<file path="config.mk">
export PLATFORM = sky130hd
export DESIGN_NAME = random_modulo_key_ctrl_flat
export DESIGN_NICKNAME = d
export VERILOG_FILES = /design/src/rtl/random_modulo_key_ctrl_pkg.sv /design/src/rtl/random_modulo_key_ctrl_if.sv /design/src/rtl/random_modulo_lfsr.sv /design/src/rtl/random_modulo_key_ctrl.sv /design/src/flat_wrapper.sv
export SDC_FILE = /design/constraint.sdc
export NUM_CORES = 1
export LEC_CHECK = 0
export CORE_MARGIN = 4
export CORE_UTILIZATION = 35
export DETAILED_ROUTE_END_ITERATION = 10
export SYNTH_ARGS = -nofsm -noshare
export SYNTH_HDL_FRONTEND = slang
export SYNTH_SLANG_ARGS = --single-unit
</file>
<file path="constraint.sdc">
create_clock -name clk -period 2.1 [get_ports clk]
set_clock_uncertainty 0.2 [all_clocks]
set_input_delay 0.42 -clock clk [delete_from_list [all_inputs] [get_ports clk]]
set_output_delay 0.42 -clock clk [all_outputs]
set_load 0.03 [all_outputs]
</file>
<file path="src/rtl/random_modulo_key_ctrl_pkg.sv">
// Shared types and constants for the random-modulo L1 key controller.
// The key-change FSM states, LFSR polynomial/seed and epoch width live here.
package random_modulo_key_ctrl_pkg;

    typedef enum logic [1:0] {
        ST_IDLE  = 2'd0,
        ST_DRAIN = 2'd1,
        ST_FLUSH = 2'd2,
        ST_SWAP  = 2'd3
    } rekey_state_e;

    localparam int EPOCH_W = 8;

    // Right-shifting Fibonacci form of x^16+x^14+x^13+x^11+1: taps on bits 0,2,3,5.
    localparam logic [15:0] LFSR_TAP_MASK = 16'h002D;
    localparam logic [15:0] LFSR_SEED     = 16'hACE1;

endpackage

</file>
<file path="src/rtl/random_modulo_key_ctrl_if.sv">
// Handshake bundle between the key controller (master) and the cache /
// software side (slave).
interface random_modulo_key_ctrl_if #(
    parameter int CNT    = 3,
    parameter int LFSR_W = 16
);
    import random_modulo_key_ctrl_pkg::*;

    logic               rekey_req_i;
    logic               seed_load_i;
    logic [LFSR_W-1:0]  seed_i;
    logic               cache_busy_i;
    logic               flush_ack_i;

    logic               flush_req_o;
    logic               stall_o;
    logic [CNT-1:0]     control_o;
    logic [EPOCH_W-1:0] epoch_o;
    logic               rekey_busy_o;

    modport master (
        input  rekey_req_i, seed_load_i, seed_i, cache_busy_i, flush_ack_i,
        output flush_req_o, stall_o, control_o, epoch_o, rekey_busy_o
    );

    modport slave (
        output rekey_req_i, seed_load_i, seed_i, cache_busy_i, flush_ack_i,
        input  flush_req_o, stall_o, control_o, epoch_o, rekey_busy_o
    );

endinterface

</file>
<file path="src/rtl/random_modulo_lfsr.sv">
// Free-running Fibonacci LFSR used as the permutation-key source; advances
// every cycle, loads a software seed, and never holds the all-zero state.
module random_modulo_lfsr
    import random_modulo_key_ctrl_pkg::*;
#(
    parameter int                LFSR_W = 16,
    parameter int                KEY_W  = 3,
    parameter logic [LFSR_W-1:0] TAPS   = LFSR_W'(LFSR_TAP_MASK),
    parameter logic [LFSR_W-1:0] SEED   = LFSR_W'(LFSR_SEED)
) (
    input  logic              clk,
    input  logic              reset,
    input  logic              seed_load,
    input  logic [LFSR_W-1:0] seed,
    output logic [KEY_W-1:0]  key
);

    logic [LFSR_W-1:0] lfsr_q;
    logic              feedback;

    assign feedback = ^(lfsr_q & TAPS);
    assign key      = lfsr_q[KEY_W-1:0];

    // NOTE: clocked state is written with <= so every register samples the
    // pre-edge values and simulation matches the synthesized flops.
    always_ff @(posedge clk or negedge reset) begin
        if (!reset) begin
            lfsr_q <= SEED;
        end else if (seed_load) begin
            lfsr_q <= (seed == '0) ? LFSR_W'(1) : seed;
        end else begin
            lfsr_q <= {feedback, lfsr_q[LFSR_W-1:1]};
        end
    end

endmodule

</file>
<file path="src/rtl/random_modulo_key_ctrl.sv">
// Rekey controller for a randomized-modulo L1 index: drains, flushes, then
// swaps in a new Benes control word. Optional periodic rekey under
// RANDOM_MODULO_PERIODIC_REKEY_EN.
module random_modulo_key_ctrl
    import random_modulo_key_ctrl_pkg::*;
#(
    parameter int CNT            = 3,
    parameter int LFSR_W         = 16,
    parameter int REKEY_INTERVAL = 1024
) (
    input  logic                   clk,
    input  logic                   reset,
    random_modulo_key_ctrl_if.master bus
);

    if (REKEY_INTERVAL < 2) begin : g_bad_interval
        $error("REKEY_INTERVAL must be at least 2");
    end

    rekey_state_e       state_q, state_d;
    logic               pending_q;
    logic [CNT-1:0]     control_q;
    logic [EPOCH_W-1:0] epoch_q;
    logic [CNT-1:0]     lfsr_key;
    logic [CNT-1:0]     next_key;
    logic               periodic_trig;
    logic               trigger;
    logic               flush_req;
    logic               stall;

    random_modulo_lfsr #(
        .LFSR_W (LFSR_W),
        .KEY_W  (CNT)
    ) u_lfsr (
        .clk       (clk),
        .reset     (reset),
        .seed_load (bus.seed_load_i),
        .seed      (bus.seed_i),
        .key       (lfsr_key)
    );

`ifdef RANDOM_MODULO_PERIODIC_REKEY_EN
    localparam int IDLE_CNT_W = $clog2(REKEY_INTERVAL);

    logic [IDLE_CNT_W-1:0] idle_cnt_q;

    // Counts IDLE cycles only; holds while a rekey is in flight.
    always_ff @(posedge clk or negedge reset) begin
        if (!reset) begin
            idle_cnt_q <= '0;
        end else if (state_q == ST_SWAP) begin
            idle_cnt_q <= '0;
        end else if (state_q == ST_IDLE && !periodic_trig) begin
            idle_cnt_q <= idle_cnt_q + IDLE_CNT_W'(1);
        end
    end

    assign periodic_trig = (state_q == ST_IDLE) &&
                           (idle_cnt_q == IDLE_CNT_W'(REKEY_INTERVAL - 1));
`else
    assign periodic_trig = 1'b0;
`endif

    assign trigger  = bus.rekey_req_i | pending_q | periodic_trig;
    assign next_key = (lfsr_key == control_q) ? (lfsr_key ^ CNT'(1)) : lfsr_key;

    // NOTE: every variable gets a default before the case so no path can
    // leave it unassigned and infer a latch.
    always_comb begin
        state_d   = state_q;
        flush_req = 1'b0;
        stall     = 1'b1;
        unique case (state_q)
            ST_IDLE: begin
                stall = 1'b0;
                if (trigger) state_d = bus.cache_busy_i ? ST_DRAIN : ST_FLUSH;
            end
            ST_DRAIN: begin
                if (!bus.cache_busy_i) state_d = ST_FLUSH;
            end
            ST_FLUSH: begin
                flush_req = 1'b1;
                if (bus.flush_ack_i) state_d = ST_SWAP;
            end
            ST_SWAP: begin
                state_d = ST_IDLE;
            end
            default: begin
                state_d = ST_IDLE;
            end
        endcase
    end

    always_ff @(posedge clk or negedge reset) begin
        if (!reset) begin
            state_q   <= ST_IDLE;
            pending_q <= 1'b0;
            control_q <= '0;
            epoch_q   <= '0;
        end else begin
            state_q <= state_d;
            // In IDLE the flag is either consumed by the departing rekey or already clear.
            if (state_q == ST_IDLE) begin
                pending_q <= 1'b0;
            end else if (bus.rekey_req_i) begin
                pending_q <= 1'b1;
            end
            if (state_q == ST_SWAP) begin
                control_q <= next_key;
                epoch_q   <= epoch_q + EPOCH_W'(1);
            end
        end
    end

    assign bus.flush_req_o  = flush_req;
    assign bus.stall_o      = stall;
    assign bus.rekey_busy_o = stall;
    assign bus.control_o    = control_q;
    assign bus.epoch_o      = epoch_q;

endmodule

</file>
<file path="src/flat_wrapper.sv">
// flat-port wrapper written by rule: the top's interface ports become plain ports
module random_modulo_key_ctrl_flat import random_modulo_key_ctrl_pkg::*;
#(
    parameter int CNT            = 3,
    parameter int LFSR_W         = 16,
    parameter int REKEY_INTERVAL = 1024
)
  (clk, reset, bus_rekey_req_i, bus_seed_load_i, bus_seed_i, bus_cache_busy_i, bus_flush_ack_i, bus_flush_req_o, bus_stall_o, bus_control_o, bus_epoch_o, bus_rekey_busy_o);
  random_modulo_key_ctrl_if #(.CNT(CNT), .LFSR_W(LFSR_W)) bus_i ();
  input  logic clk;
  input  logic reset;
  input wire logic [$bits(bus_i.rekey_req_i)-1:0] bus_rekey_req_i;
  input wire logic [$bits(bus_i.seed_load_i)-1:0] bus_seed_load_i;
  input wire logic [$bits(bus_i.seed_i)-1:0] bus_seed_i;
  input wire logic [$bits(bus_i.cache_busy_i)-1:0] bus_cache_busy_i;
  input wire logic [$bits(bus_i.flush_ack_i)-1:0] bus_flush_ack_i;
  output wire logic [$bits(bus_i.flush_req_o)-1:0] bus_flush_req_o;
  output wire logic [$bits(bus_i.stall_o)-1:0] bus_stall_o;
  output wire logic [$bits(bus_i.control_o)-1:0] bus_control_o;
  output wire logic [$bits(bus_i.epoch_o)-1:0] bus_epoch_o;
  output wire logic [$bits(bus_i.rekey_busy_o)-1:0] bus_rekey_busy_o;
  assign bus_i.rekey_req_i = bus_rekey_req_i;
  assign bus_i.seed_load_i = bus_seed_load_i;
  assign bus_i.seed_i = bus_seed_i;
  assign bus_i.cache_busy_i = bus_cache_busy_i;
  assign bus_i.flush_ack_i = bus_flush_ack_i;
  assign bus_flush_req_o = bus_i.flush_req_o;
  assign bus_stall_o = bus_i.stall_o;
  assign bus_control_o = bus_i.control_o;
  assign bus_epoch_o = bus_i.epoch_o;
  assign bus_rekey_busy_o = bus_i.rekey_busy_o;
  random_modulo_key_ctrl #(.CNT(CNT), .LFSR_W(LFSR_W), .REKEY_INTERVAL(REKEY_INTERVAL)) u_core (.clk(clk), .reset(reset), .bus(bus_i));
endmodule
</file>
# ---- Word-level counts from Yosys, hierarchy flattened
# Cells that the tools add are included.
dict set report op_classes {
  muxes 12
  add_sub_neg 1
  reduce_logical 5
  eq_ne 7
  bitwise 2
}
# cell count
set ops {}
lappend ops {{$mux W16} 2}
lappend ops {{$logic_not A16 Y1} 1}
lappend ops {{$reduce_xor A16 Y1} 1}
lappend ops {{$add A8 B1 Y8 const B} 1}
lappend ops {{$mux W2} 4}
lappend ops {{$pmux W2 S4} 1}
lappend ops {{$mux W1} 5}
lappend ops {{$eq A2 B2 Y1 const B} 2}
lappend ops {{$ne A2 B2 Y1 const B} 2}
lappend ops {{$eq A3 B3 Y1} 1}
lappend ops {{$reduce_and A3 Y1} 1}
lappend ops {{$eq A2 B1 Y1 const B} 1}
lappend ops {{$logic_not A2 Y1} 1}
lappend ops {{$ne A2 B1 Y1 const B} 1}
lappend ops {{$reduce_bool A2 Y1} 1}
lappend ops {{$not A1 Y1} 1}
lappend ops {{$or A1 B1 Y1} 1}
dict set report totals {
  output_inout_bits 14
  reg_bits 30
  wordCells 32
}

# ---- Depth between registers and ports, before layout
# Gate-level depths: netlist of run 1.
dict set report depth {
  depth_word 3
  depth_mapped 5
  depth_no_buf 5
}

# ---- Hierarchy
# From an unflattened synthesis of run 1, not the netlist that was laid out.
dict set report unflattened {
  cells_unflattened 113
  area_unflattened_um2 1477.7
}
# module instances cells_per_inst seq_area_each_um2 area_each_um2
set modules_own_cells {}
lappend modules_own_cells {random_modulo_lfsr 1 48 410.4 744.5}
lappend modules_own_cells {random_modulo_key_ctrl 1 65 350.3 733.2}

# ---- Least setup slack after synthesis of run 1
# OpenSTA, ideal clock, no wires.
dict set report synth_timing {
  path_kind {register to output}
  from {reg u_core.state_q[0]}
  to {out bus_stall_o}
  arrival_time_ns 1.079
  required_time_ns 1.480
  slack_ns 0.401
  stages_incl_launch_ff 5
  cell_sequence {dfrtp_1 > inv_1 > ha_1 > inv_1 > buf_4}
}
dict set report synth_via {
  elab_chain_cells 2
}
# item line
set synth_rtl {}
lappend synth_rtl {{start, declared} random_modulo_key_ctrl.sv:20} ;# rekey_state_e state_q, state_d;
lappend synth_rtl {{start signal, assigned} random_modulo_key_ctrl.sv:101} ;# state_q <= state_d;
lappend synth_rtl {{$logic_not A2 Y1} random_modulo_key_ctrl.sv:73} ;# unique case (state_q)
lappend synth_rtl {{$mux W1} random_modulo_key_ctrl.sv:73}
lappend synth_rtl {{end, declared} flat_wrapper.sv:18} ;# output wire logic [$bits(bus_i.stall_o)-1:0] bus_stall_o;
# Every way passes these cells.

# ---- Worst setup path in the final report of run 1
dict set report layout_timing {
  from {reg u_core.epoch_q[2], in the netlist u_core.bus.epoch_o[2]}
  to {out bus_epoch_o[2]}
}
# item line
set layout_rtl {}
lappend layout_rtl {{start, declared} random_modulo_key_ctrl.sv:23} ;# logic [EPOCH_W-1:0] epoch_q;
lappend layout_rtl {{start signal, assigned} random_modulo_key_ctrl.sv:110} ;# epoch_q <= epoch_q + EPOCH_W'(1);
lappend layout_rtl {{end, declared} flat_wrapper.sv:20} ;# output wire logic [$bits(bus_i.epoch_o)-1:0] bus_epoch_o;
# No word-level cell between the ends.

==> results of run 1 <==
cell families after synthesis:
kind of cell	count (synthesis)	synth area share, %
xor gates and xnor gates	12	7.69
muxes	21	16.9
buffers and inverters	9	3.20
DFF	30	55.6
AOI/OAI and AO/OA	4	2.10
adders and majority gates	6	5.49
and+or+nand+nor	22	8.97
layout by cell type, fill, tap and decap left out:
master,synthesis,final
o21ai_0,1,1
nand2_1,3,3
dlymetal6s2s_1,0,1
dfrtp_1,22,22
clkbuf_1,0,1
nor4_1,4,4
nor2b_1,2,2
nor4b_1,1,1
xor2_1,5,5
or3b_1,1,1
o211ai_1,1,1
nand4_1,5,5
nor2_1,5,5
clkdlybuf4s15_1,0,1
clkinv_2,0,1
clkbuf_2,0,2
buf_4,2,1
clkdlybuf4s50_1,0,31
ha_1,6,6
mux2_2,17,17
clkbuf_8,0,6
and3_1,1,1
mux2i_1,4,4
inv_1,5,5
xnor2_1,7,7
a31oi_1,1,1
dfstp_2,8,8
buf_12,0,1
a221o_1,1,1
state kept, by name (all words and copies together) (netlist names):
| signal | flops |
|---|---|
| u_core.state_q | 2 |
| u_core.pending_q | 1 |
| u_core.bus.control_o | 3 |
| u_core.bus.epoch_o | 8 |
| u_core.u_lfsr.lfsr_q | 16 |
final cells by class:
class	instances	area, um^2	area share, %
clock inverters	1	5.00	0.268
well taps	48	60.1	3.22
multi-input cells	65	563	30.2
inverters	5	18.8	1.01
flip-flops and latches	30	761	40.8
clock buffers	7	86.3	4.63
repair buffers	37	370	19.9
worst paths after layout:
kind                       cells after the start             startpoint                      end  slack, ns
min reg2reg                                    1  u_core.bus.epoch_o[7]    u_core.bus.epoch_o[7]       0.26
min in group asynchronous                      2                  reset    u_core.bus.epoch_o[5]       0.33
max reg2reg                                    4      u_core.state_q[0]    u_core.bus.epoch_o[5]       0.43
max in group asynchronous                      2                  reset  u_core.u_lfsr.lfsr_q[6]       1.05
min                                            1  u_core.bus.epoch_o[7]    u_core.bus.epoch_o[7]       0.26
max                                            1  u_core.bus.epoch_o[2]           bus_epoch_o[2]       0.09
stage by stage:
stage	std cells	utilization (%)
after floorplan	104	-
after detailed placement	185	47.9
after global placement	185	47.9
after global routing	193	50.2
after CTS	193	50.3
final	193	50.2
synth_stat cells:
cell type   n
dfrtp_1    22
xor2_1      5
nand2_1     3
nor4b_1     1
inv_1       5
buf_4       2
o211ai_1    1
mux2_2     17
mux2i_1     4
xnor2_1     7
a221o_1     1
a31oi_1     1
o21ai_0     1
dfstp_2     8
nor2b_1     2
buf_2       2
or3b_1      1
ha_1        6
nand4_1     5
and3_1      1
nor2_1      5
nor4_1      4
power breakdown:
| group | switching, W | internal (W) | leakage, nW |
|---|---|---|---|
| Sequential | 0.000122 | 0.000740 | 0.353 |
| Clock | 0.000201 | 0.000264 | 0.0482 |
| Combinational | 0.000496 | 0.000426 | 0.401 |
routing by layer:
layer	part of all wire [%]	global-route usage, %	vias up
met3	5.6	5.32	3
met5	0	0	-
met1	40	12.9	443
met2	53	19.4	19
li1	-	-	440
met4	0.86	3.19	0
==> out/summary.txt, run 1 <==
yosys warns - 0
WS Path Type - flip-flop to output pin
WHS - 0.264 ns
GRT Total Usage - 11.5%
PnR Total Power - 0.00225 W
WP data arrival - 1.39 ns
Hold Vio Cnt, Final - 0
TritonCTS clock tree - done
grt ovf - 0
slowest CP cell - clkdlybuf4s50_1
DRT Pass-1 Iters - 2
Max Clock Freq - 0.497 GHz
clock sinks - 30
post-synthesis sequential area ratio - 55.6%
pwr/cell area - 1210 nW/um^2
Placed Area - 1780 um^2
setup bufs post-CTS - 0
CP endpoint kind - output pin
io pins - 36
Area growth syn-to-layout - 36.3%
DIE AREA - 4970 um^2
share of layout cells above drive strength 1 - 24.8%
sequence of cells on the critical path - clkdlybuf4s50_1
Ant. Diodes - 0
largest net degree at the start of global routing - 31
area leader, netlist - dfrtp_1
initial antenna violation count - 0
Setup-failing EPs final - 0
Layout Nets - 172
Post-Syn Instances - 104
GPL Wtd Cong - 0.742
Max-cap violations - 0
clk_lat worst skew - 0.27 ns
CTS Hold Bufs - 0
DRT Wirelength - 2.55 mm
VDD IR max - 478 uV
Finished Cell Area - 1860 um^2
cts bufs inserted - 5
drt via density - 4.69
CTS clk-pin slew, worst paths - 0.06 ns
Post-Route Setup TNS - 0 ns
status - complete, no violations
biggest cell delay along the critical path - 0.70 ns
CP bufs+invs - 1
area of the mapped netlist - 1370 um^2
core area - 3720 um^2
fillers - 338
part of the cycle the worst path needs - 95.8%
die width - 70.5 um
RSZ-0062 raised after global routing - false
first-pass GRT wire length - 4.36 mm
Rel. slew slack - 72.1%
Slew Limit Fails - 0
CP Max Fanout - 5
DR DRC count - 0
Leakage - 0.802 nW
Port Buffers - 35
flops & latches, synth - 30
Die Y - 70.5 um
area share of the largest cell type after synthesis - 40.3%
CP Launch Type - flip-flop
via count - 905
DPL Wire Length - 1.96 mm
final worst path period need - 2.01 ns
CTS root buffer - clkbuf_8
worst hold path class - flip-flop to flip-flop
Worst Tran Pin Value - 0.418 ns
H-tree Lvls - 2
DP Worst Slack - 0.0348 ns
clk buf depth - 2
Routed Antenna Nets - 0
post-synth net total - 132
Initial Util - 36.8%
Synth cell types - 22
setup ws final - 0.0881 ns
number of global-route vias before repair - 952
CTS resizes - 3
delay-heaviest family, CP - buffers and inverters
Avg Cell Area, Syn - 13.1 um^2
worst path required time - 1.48 ns
main area contributors after synthesis - dfrtp_1 (40%), dfstp_2 (15%), mux2_2 (14%)
row count - 22
drt initial violations - 34
wire per inst - 13.2 um
(Power assumes the default switching activity.)
==> run 2, diff against run 1 <==
--- a/config.mk
+++ b/config.mk
@@ -8,6 +8,7 @@
 export CORE_MARGIN = 4
 export CORE_UTILIZATION = 35
 export DETAILED_ROUTE_END_ITERATION = 10
+export GPL_ROUTABILITY_DRIVEN = 0
 export SYNTH_ARGS = -nofsm -noshare
 export SYNTH_HDL_FRONTEND = slang
 export SYNTH_SLANG_ARGS = --single-unit
==> results of run 2 <==
The final DEF is identical to that of run 1; final timing and power are the same.
